--- src/rtl/flappy_pkg.sv ---
// Shared geometry and FSM encoding for the flappy-bird collision logic.
// All geometry is in screen pixels.
package flappy_pkg;

  localparam int unsigned BIRD_X        = 200;
  localparam int unsigned BIRD_SIZE     = 20;
  localparam int unsigned PIPE_W        = 60;
  localparam int unsigned GAP_H         = 150;
  localparam int unsigned SCREEN_H      = 480;
  localparam int unsigned PIPE_RELOAD_X = 1000;

  // Geometry sums need 11 bits: PIPE_RELOAD_X + PIPE_W reaches 1060.
  localparam int unsigned GEOM_W = 11;

  typedef logic [2:0] state_t;

  localparam state_t S_IDLE = 3'b001;
  localparam state_t S_PLAY = 3'b010;
  localparam state_t S_LOST = 3'b100;

endpackage

--- src/rtl/pipe_hit_geom.sv ---
// Combinational bird/pipe/floor geometry.
// Yields the hit and cleared flags for the current pipe position.
module pipe_hit_geom
  import flappy_pkg::*;
#(
  parameter int unsigned BirdX    = BIRD_X,
  parameter int unsigned BirdSize = BIRD_SIZE,
  parameter int unsigned PipeW    = PIPE_W,
  parameter int unsigned GapH     = GAP_H,
  parameter int unsigned ScreenH  = SCREEN_H
) (
  input  logic [9:0] bird_y_i,
  input  logic [9:0] pipe_x_i,
  input  logic [9:0] pipe_y_i,
  output logic       hit_o,
  output logic       cleared_o
);

  localparam logic [GEOM_W-1:0] BirdLeft  = GEOM_W'(BirdX);
  localparam logic [GEOM_W-1:0] BirdRight = GEOM_W'(BirdX + BirdSize);
  localparam logic [GEOM_W-1:0] SizeW     = GEOM_W'(BirdSize);
  localparam logic [GEOM_W-1:0] PipeWW    = GEOM_W'(PipeW);
  localparam logic [GEOM_W-1:0] GapW      = GEOM_W'(GapH);
  localparam logic [GEOM_W-1:0] FloorW    = GEOM_W'(ScreenH);

  logic [GEOM_W-1:0] bird_top;
  logic [GEOM_W-1:0] bird_bot;
  logic [GEOM_W-1:0] pipe_left;
  logic [GEOM_W-1:0] pipe_right;
  logic [GEOM_W-1:0] gap_top;
  logic [GEOM_W-1:0] gap_bot;
  logic              overlap;
  logic              gap_safe;
  logic              floor_hit;

  always_comb begin
    bird_top   = {1'b0, bird_y_i};
    bird_bot   = bird_top + SizeW;
    pipe_left  = {1'b0, pipe_x_i};
    pipe_right = pipe_left + PipeWW;
    gap_top    = {1'b0, pipe_y_i};
    gap_bot    = gap_top + GapW;

    overlap   = (pipe_left < BirdRight) && (pipe_right > BirdLeft);
    gap_safe  = (bird_top >= gap_top) && (bird_bot <= gap_bot);
    // Only the floor kills; the bird may leave through the top of the screen.
    floor_hit = (bird_bot >= FloorW);

    hit_o     = (overlap && !gap_safe) || floor_hit;
    cleared_o = (pipe_right <= BirdLeft);
  end

endmodule

--- src/rtl/bird_collision.sv ---
// Game-state tracker: detects collisions, counts cleared pipes and reports
// PLAY/LOST to the game FSM and renderer through one registered stage.
module bird_collision
  import flappy_pkg::*;
#(
  parameter int unsigned BirdX    = BIRD_X,
  parameter int unsigned BirdSize = BIRD_SIZE,
  parameter int unsigned PipeW    = PIPE_W,
  parameter int unsigned GapH     = GAP_H,
  parameter int unsigned ScreenH  = SCREEN_H,
  parameter int unsigned SCORE_W  = 8
) (
  input  logic               Clk,
  input  logic               Reset,
  input  logic               Start,
  input  logic [9:0]         BirdPosY,
  input  logic [9:0]         PipePosXA,
  input  logic [9:0]         PipePosYA,
  output logic               Lost,
  output logic               Playing,
  output logic [SCORE_W-1:0] Score
);

  state_t               state_q, state_d;
  logic [SCORE_W-1:0]   score_q, score_d;
  logic                 armed_q, armed_d;
  logic                 hit;
  logic                 cleared;

  pipe_hit_geom #(
    .BirdX    (BirdX),
    .BirdSize (BirdSize),
    .PipeW    (PipeW),
    .GapH     (GapH),
    .ScreenH  (ScreenH)
  ) u_geom (
    .bird_y_i  (BirdPosY),
    .pipe_x_i  (PipePosXA),
    .pipe_y_i  (PipePosYA),
    .hit_o     (hit),
    .cleared_o (cleared)
  );

  always_comb begin
    state_d = state_q;
    score_d = score_q;
    armed_d = armed_q;
    unique case (state_q)
      S_IDLE: begin
        if (Start) begin
          state_d = S_PLAY;
          score_d = '0;
          armed_d = 1'b1;
        end
      end
      S_PLAY: begin
        // A hit on the same cycle as a clear still ends the game unscored.
        if (hit) begin
          state_d = S_LOST;
        end else if (!cleared) begin
          armed_d = 1'b1;
        end else if (armed_q) begin
          armed_d = 1'b0;
          if (score_q != {SCORE_W{1'b1}}) begin
            score_d = score_q + SCORE_W'(1);
          end
        end
      end
      S_LOST: begin
        if (!Start) begin
          state_d = S_IDLE;
        end
      end
      default: begin
        state_d = S_IDLE;
      end
    endcase
  end

  always_ff @(posedge Clk) begin
    if (Reset) begin
      state_q <= S_IDLE;
      score_q <= '0;
      armed_q <= 1'b1;
    end else begin
      state_q <= state_d;
      score_q <= score_d;
      armed_q <= armed_d;
    end
  end

  assign Lost    = (state_q == S_LOST);
  assign Playing = (state_q == S_PLAY);
  assign Score   = score_q;

endmodule

--- config.mk ---
export PLATFORM = sky130hd
export DESIGN_NAME = bird_collision
export DESIGN_NICKNAME = d
export VERILOG_FILES = /design/src/rtl/flappy_pkg.sv /design/src/rtl/pipe_hit_geom.sv /design/src/rtl/bird_collision.sv
export SDC_FILE = /design/constraint.sdc
export NUM_CORES = 1
export LEC_CHECK = 0
export CAP_MARGIN = 20
export CELL_PAD_IN_SITES_DETAIL_PLACEMENT = 0
export CELL_PAD_IN_SITES_GLOBAL_PLACEMENT = 1
export CORE_ASPECT_RATIO = 1.1
export CORE_MARGIN = 3
export CORE_UTILIZATION = 32
export CTS_BUF_LIST = sky130_fd_sc_hd__clkbuf_4
export CTS_CLUSTER_DIAMETER = 150
export DETAILED_ROUTE_END_ITERATION = 12
export GPL_ROUTABILITY_DRIVEN = 0
export PLACE_DENSITY_LB_ADDON = 0.1
export SLEW_MARGIN = 5
export SYNTH_ARGS = -nofsm -noshare
export SYNTH_HDL_FRONTEND = slang
export SYNTH_SLANG_ARGS = --single-unit
--- constraint.sdc ---
create_clock -name Clk -period 3.14 [get_ports Clk]
set_input_delay 0.471 -clock Clk [delete_from_list [all_inputs] [get_ports Clk]]
set_output_delay 0.471 -clock Clk [all_outputs]
set_load 0.02 [all_outputs]
; ---- After elaboration in Yosys (flattened, before gate mapping)
; Cells that the tools add are included.
[op_classes]
addsub = 4
order_cmp = 6
eq_ne = 11
mux = 14
reduce_logical = 9
[ops]
columns = op, n
row1 = 8-bit two-way mux, 5
row2 = 8-bit case mux with 2 select lines, 1
row3 = 10-bit by 5-bit adder with 11-bit output (second input constant), 1
row4 = 10-bit by 6-bit adder with 11-bit output (second input constant), 1
row5 = 10-bit by 8-bit adder with 11-bit output (second input constant), 1
row6 = 11-bit by 9-bit >= comparator with 1-bit output (second input constant), 1
row7 = 11-bit by 8-bit greater-than comparator with 1-bit output (second input constant), 1
row8 = 11-bit less-or-equal comparator, 1
row9 = 11-bit by 8-bit less-or-equal comparator with 1-bit output (second input constant), 1
row10 = 10-bit >= comparator, 1
row11 = 10-bit by 8-bit less-than comparator with 1-bit output (second input constant), 1
row12 = 3-bit two-way mux, 3
row13 = 3-bit case mux with 3 select lines, 1
row14 = 8-bit by 1-bit adder with 8-bit output (second input constant), 1
row15 = 2-bit by 1-bit inequality test with 1-bit output (second input constant), 4
row16 = 8-bit inequality test (second input constant), 1
row17 = 2-bit inequality test (second input constant), 3
row18 = 3-bit AND reduction, 2
row19 = 6-bit AND reduction, 1
row20 = 3-bit by 1-bit equality test with 1-bit output (second input constant), 1
row21 = 3-bit by 2-bit equality test with 1-bit output (second input constant), 1
row22 = 3-bit equality test (second input constant), 1
row23 = 1-bit logical AND, 3
row24 = 1-bit two-way mux, 3
row25 = other kinds (4), 4
[word_totals]
register_bits = 12
input_bits = 33

; ---- Depth between registers and ports, before layout
[logic_depth]
ltp_word = 8
mapped_depth = 13
mapped_depth_nobuf = 13

; ---- Modules after synthesis
; From an unflattened synthesis, not the netlist that was laid out.
[unflattened]
hier_cells = 203
hier_area_um2 = 1572.8
[by_module_without_submodules]
columns = mod, instances, cells_per_inst, area_each_um2
row1 = pipe_hit_geom, 1, 125, 888.4
row2 = bird_collision, 1, 78, 684.4

; ---- Worst setup path after synthesis
; Ideal clock, no wire load.
[synth_timing]
path_type = input -> register
start = in PipePosYA[1]
end = reg state_q[2]
setup_ns = 0.086
t_arrival_ns = 2.924
required_time_ns = 3.054
slack_ns = 0.131
path_stages = 13
path_buffers = 0
cell_sequence = inv_1 -> ha_1 -> o21a_1 -> nor3_1 -> o21ai_0 -> xnor2_1 -> ha_1 -> nand2_1 -> o21ai_0 -> nor3_1 -> o32a_1 -> or3b_2 -> a211oi_1
[synth_via]
elab_chain_len = 8
elab_cells_between_ends = 9
cone_classes = add/sub: 1 / order compare: 2 / eq/ne: 1 / reduce/logical: 5
[synth_rtl]
columns = element, line
row1 = start: declaration, bird_collision.sv:18  ; input logic [9:0] PipePosYA,
row2 = 10-bit by 8-bit adder with 11-bit output, pipe_hit_geom.sv:42  ; gap_bot = gap_top + GapW;
row3 = 11-bit less-or-equal comparator, pipe_hit_geom.sv:45  ; gap_safe = (bird_top >= gap_top) && (bird_bot <= gap_bot);
row4 = 1-bit logical AND *, pipe_hit_geom.sv:45
row5 = 1-bit logical NOT *, pipe_hit_geom.sv:49  ; hit_o = (overlap && !gap_safe) || floor_hit;
row6 = 1-bit logical AND *, pipe_hit_geom.sv:49
row7 = 1-bit logical OR *, pipe_hit_geom.sv:49
row8 = 2-bit by 1-bit inequality test with 1-bit output (no source line) *, -
row9 = 3-bit AND reduction (no source line) *, -
row10 = end signal: assignment, bird_collision.sv:86  ; state_q <= state_d;
row11 = end: declaration, bird_collision.sv:24  ; state_t state_q, state_d;
; Every way passes the cells marked *; elsewhere a longest branch is shown, timed or not.
; A chain may end at the register's enable or synchronous reset.

; ---- Final worst setup path
[layout_timing]
start = in PipePosYA[2]
end = reg state_q[2]
; The elaborated chain is that of the path after synthesis.

==> impl_metrics.toml <==
[clock_network]
clk_path_buf_depth = 2
tritoncts = "yes"
clock-root-buffer = "clkbuf_4"
clock_sinks = 12
cts_buffers = 3
ctsHtreeMaxLevel = 1
cts.clk_slew.worst_paths_ns = 0.08
post_cts_buffers = 0
cts_hold_buffers = 0
clock_latency_ns = 0.28

[floorplan]
fp.dieW_microns = 73.2
rows = 26
initial_core_util = 0.337
core_sq_um = 4720
io_pins = 43
die_y_microns = 80.0
die_area_sq_um = 5860

[routing]
routedWlPerCell_microns = 12.6
vias = 1795
drc = 0
routed_via_density = 5.17
wl_microns = 4390
ant_nets = 0
drtPass1Iterations = 6
first_iter_violations = 73

[sta]
worst_pin_slew_ns = 0.511
slew_headroom = 0.658
period_share = 0.958
fin_ws_ns = 0.132
holdWs_ns = 0.511
slew_viol_final = 0
finalHoldViolCount = 0
finalClockSkew_ns = 0.00566
max_freq_ghz = 0.332
min_period_ns = 3.01
setup_viol = 0
rsz0062_at_grt = "no"

[place]
placed_cell_area_sq_um = 2370
dp_hpwl_microns = 3690
io_buffers = 42
dp_slack_ns = -0.465

[worst_setup_path]
rr_endpoint = "Score[6]"
reg2regPathDepth = 7
worstSetupEndpoint = "state_q[2]"
critPathMaxFanout = 3
required_ns = 3.34
path_class = "in2reg"
reg2reg_setup_slack_ns = 0.91
path_buf_inv = 2
critPathLaunch = "PipePosYA[2]"
slowest_delay_ns = 0.47
startpoint_type = "input pin"
crit_cells = 14
r2r-start = "Score[0]"
worstSetupEndpointType = "flop"
worstPathCellList = "clkdlybuf4s50_1, inv_2, ha_2, o21a_1, nor3_2, o21ai_1, xnor2_1, ha_1, nand2_2, o21ai_2, nor2b_1, o32a_1, or3b_4, a211oi_2"
crit_family = "compound AO/OA/AOI/OAI gates"
slowest_stage = "clkdlybuf4s50_1"
crit_arrival_ns = 3.21

[layout]
drive_above_1_share = 0.220
final_common_cell = "clkdlybuf4s50_1"
area_delta_synth_final_pct = 52.8
final_cell_mix = "clkdlybuf4s50_1 (41), buf_4 (39), ha_1 (25)"
diodes = 0
nNetsFinal = 351
final_util = 0.516
final_area_sq_um = 2430

[grt]
grt_pass1_vias = 1766
top_usage_layer = "met2"
antenna_found_initial = 0
use_met2 = 0.290
grt.met1_usage = 0.190
met3_usage = 0.00756
grt_use_total = 0.157
grt_first_pass_wirelength_microns = 7530
overflow = 0
grt_max_degree = 14

[min_path]
min_from = "Score[5]"
hp-class = "reg2reg"

[pwr]
total_power_mw = 0.526
p_per_area_nw_per_um2 = 216
p_leak_nw = 1.03
ir_drop_v = 0.0000927

[run]
maxCapViolCount = 0

[synth]
yosys.area.top_type = "ha_1"
syn_area_per_cell_sq_um = 7.65
synth_cells = 208
syn_nets = 267
yosys_warnings = 0
ys_ff_latch = 12
yosys-top-cells-area = "ha_1 (20%), dfxtp_1 (15%), xnor2_1 (6.1%)"
synth_top_area_frac = 0.204
synth.distinct_cells = 56
syn_area_sq_um = 1590
async_flop_share = 0
synth_ff_type = "dfxtp_1"
synth-edff-count = 0
ys_seq_area_frac = 0.151

[outcome]
run_status = "finished, final reports clean"
-- routing by layer --
layer | up-vias | share of wire
met4 | 0 | 0.017
met2 | 36 | 0.52
met1 | 807 | 0.44
li1 | 946 | -
met5 | - | 0
met3 | 6 | 0.025
-- cell type report --
| type | instances | area, sq um |
|---|---|---|
| Timing Repair Buffer | 81 | 716 |
| Sequential cell | 12 | 240 |
| Clock buffer | 3 | 22.5 |
| Tap cell | 56 | 70.1 |
| Clock inverter | 1 | 3.75 |
| Multi-Input combinational cell | 175 | 1310 |
| Inverter | 19 | 71.3 |
| Fill cell | 462 | 2280 |
-- how the worst min path moves through the flow --
| stage | to | cells after the start |
|---|---|---|
| 2_1_floorplan | armed_q | 2 |
| 6_report | Score[5] | 1 |
| 5_1_grt | Score[5] | 1 |
| 4_1_cts | Score[3] | 1 |
| 3_3_place_gp | Score[5] | 1 |
| 3_5_place_dp | Score[5] | 1 |
-- synthesized netlist by cell type (2+ instances only) --
master     number
a211oi_1        2
nor3_1          7
o2111ai_1       3
xnor2_1        11
nand2_1        17
mux2i_1         2
and3_1          2
nand3_1         6
xor2_1          3
o21a_1          2
nor3b_1         3
nand4_1         4
ha_1           26
dfxtp_1        12
o41ai_1         2
o21ai_0        15
nand2b_1        3
o22ai_1         3
a21oi_1        15
nor4_1          3
nor2_1         11
inv_1          19
nor2b_1         3
a311oi_1        2
-- cell families (layout without fill, tap and decap cells) --
logic type / after synthesis / count (layout) / share of synthesized area
AOI/OAI and AO/OA: 61 / 61 / 0.256
muxes: 2 / 2 / 0.0126
DFF: 12 / 12 / 0.151
adders and majority gates: 26 / 26 / 0.204
buffers and inverters: 21 / 104 / 0.0503
and+or+nand+nor: 72 / 72 / 0.248
xor gates and xnor gates: 14 / 14 / 0.0770
-- stage by stage --
| step | instances | setup TNS (ns) |
|---|---|---|
| 2_1_floorplan | 208 | 0 |
| 4_1_cts | 347 | 0 |
| 5_1_grt | 347 | 0 |
| 6_report | 347 | 0 |
| 3_3_place_gp | 343 | -0.785 |
| 3_5_place_dp | 343 | -0.909 |
-- power breakdown --
group | internal (mW) | leakage [nW] | switching, mW
registers | 0.154 | 0.0971 | 0.00331
logic | 0.145 | 0.920 | 0.122
clock network | 0.0461 | 0.0154 | 0.0555
-- state kept, by name, indices dropped and copies added (netlist names) --
| name | flops |
|---|---|
| state_q | 3 |
| Score | 8 |
| armed_q | 1 |
-- timing repair --
action / in CTS / in global routing
pin swaps: 6 / 9
endpoints found under the setup margin: 1 / 3
resized for setup: 8 / 8
(Power assumes the default switching activity.)
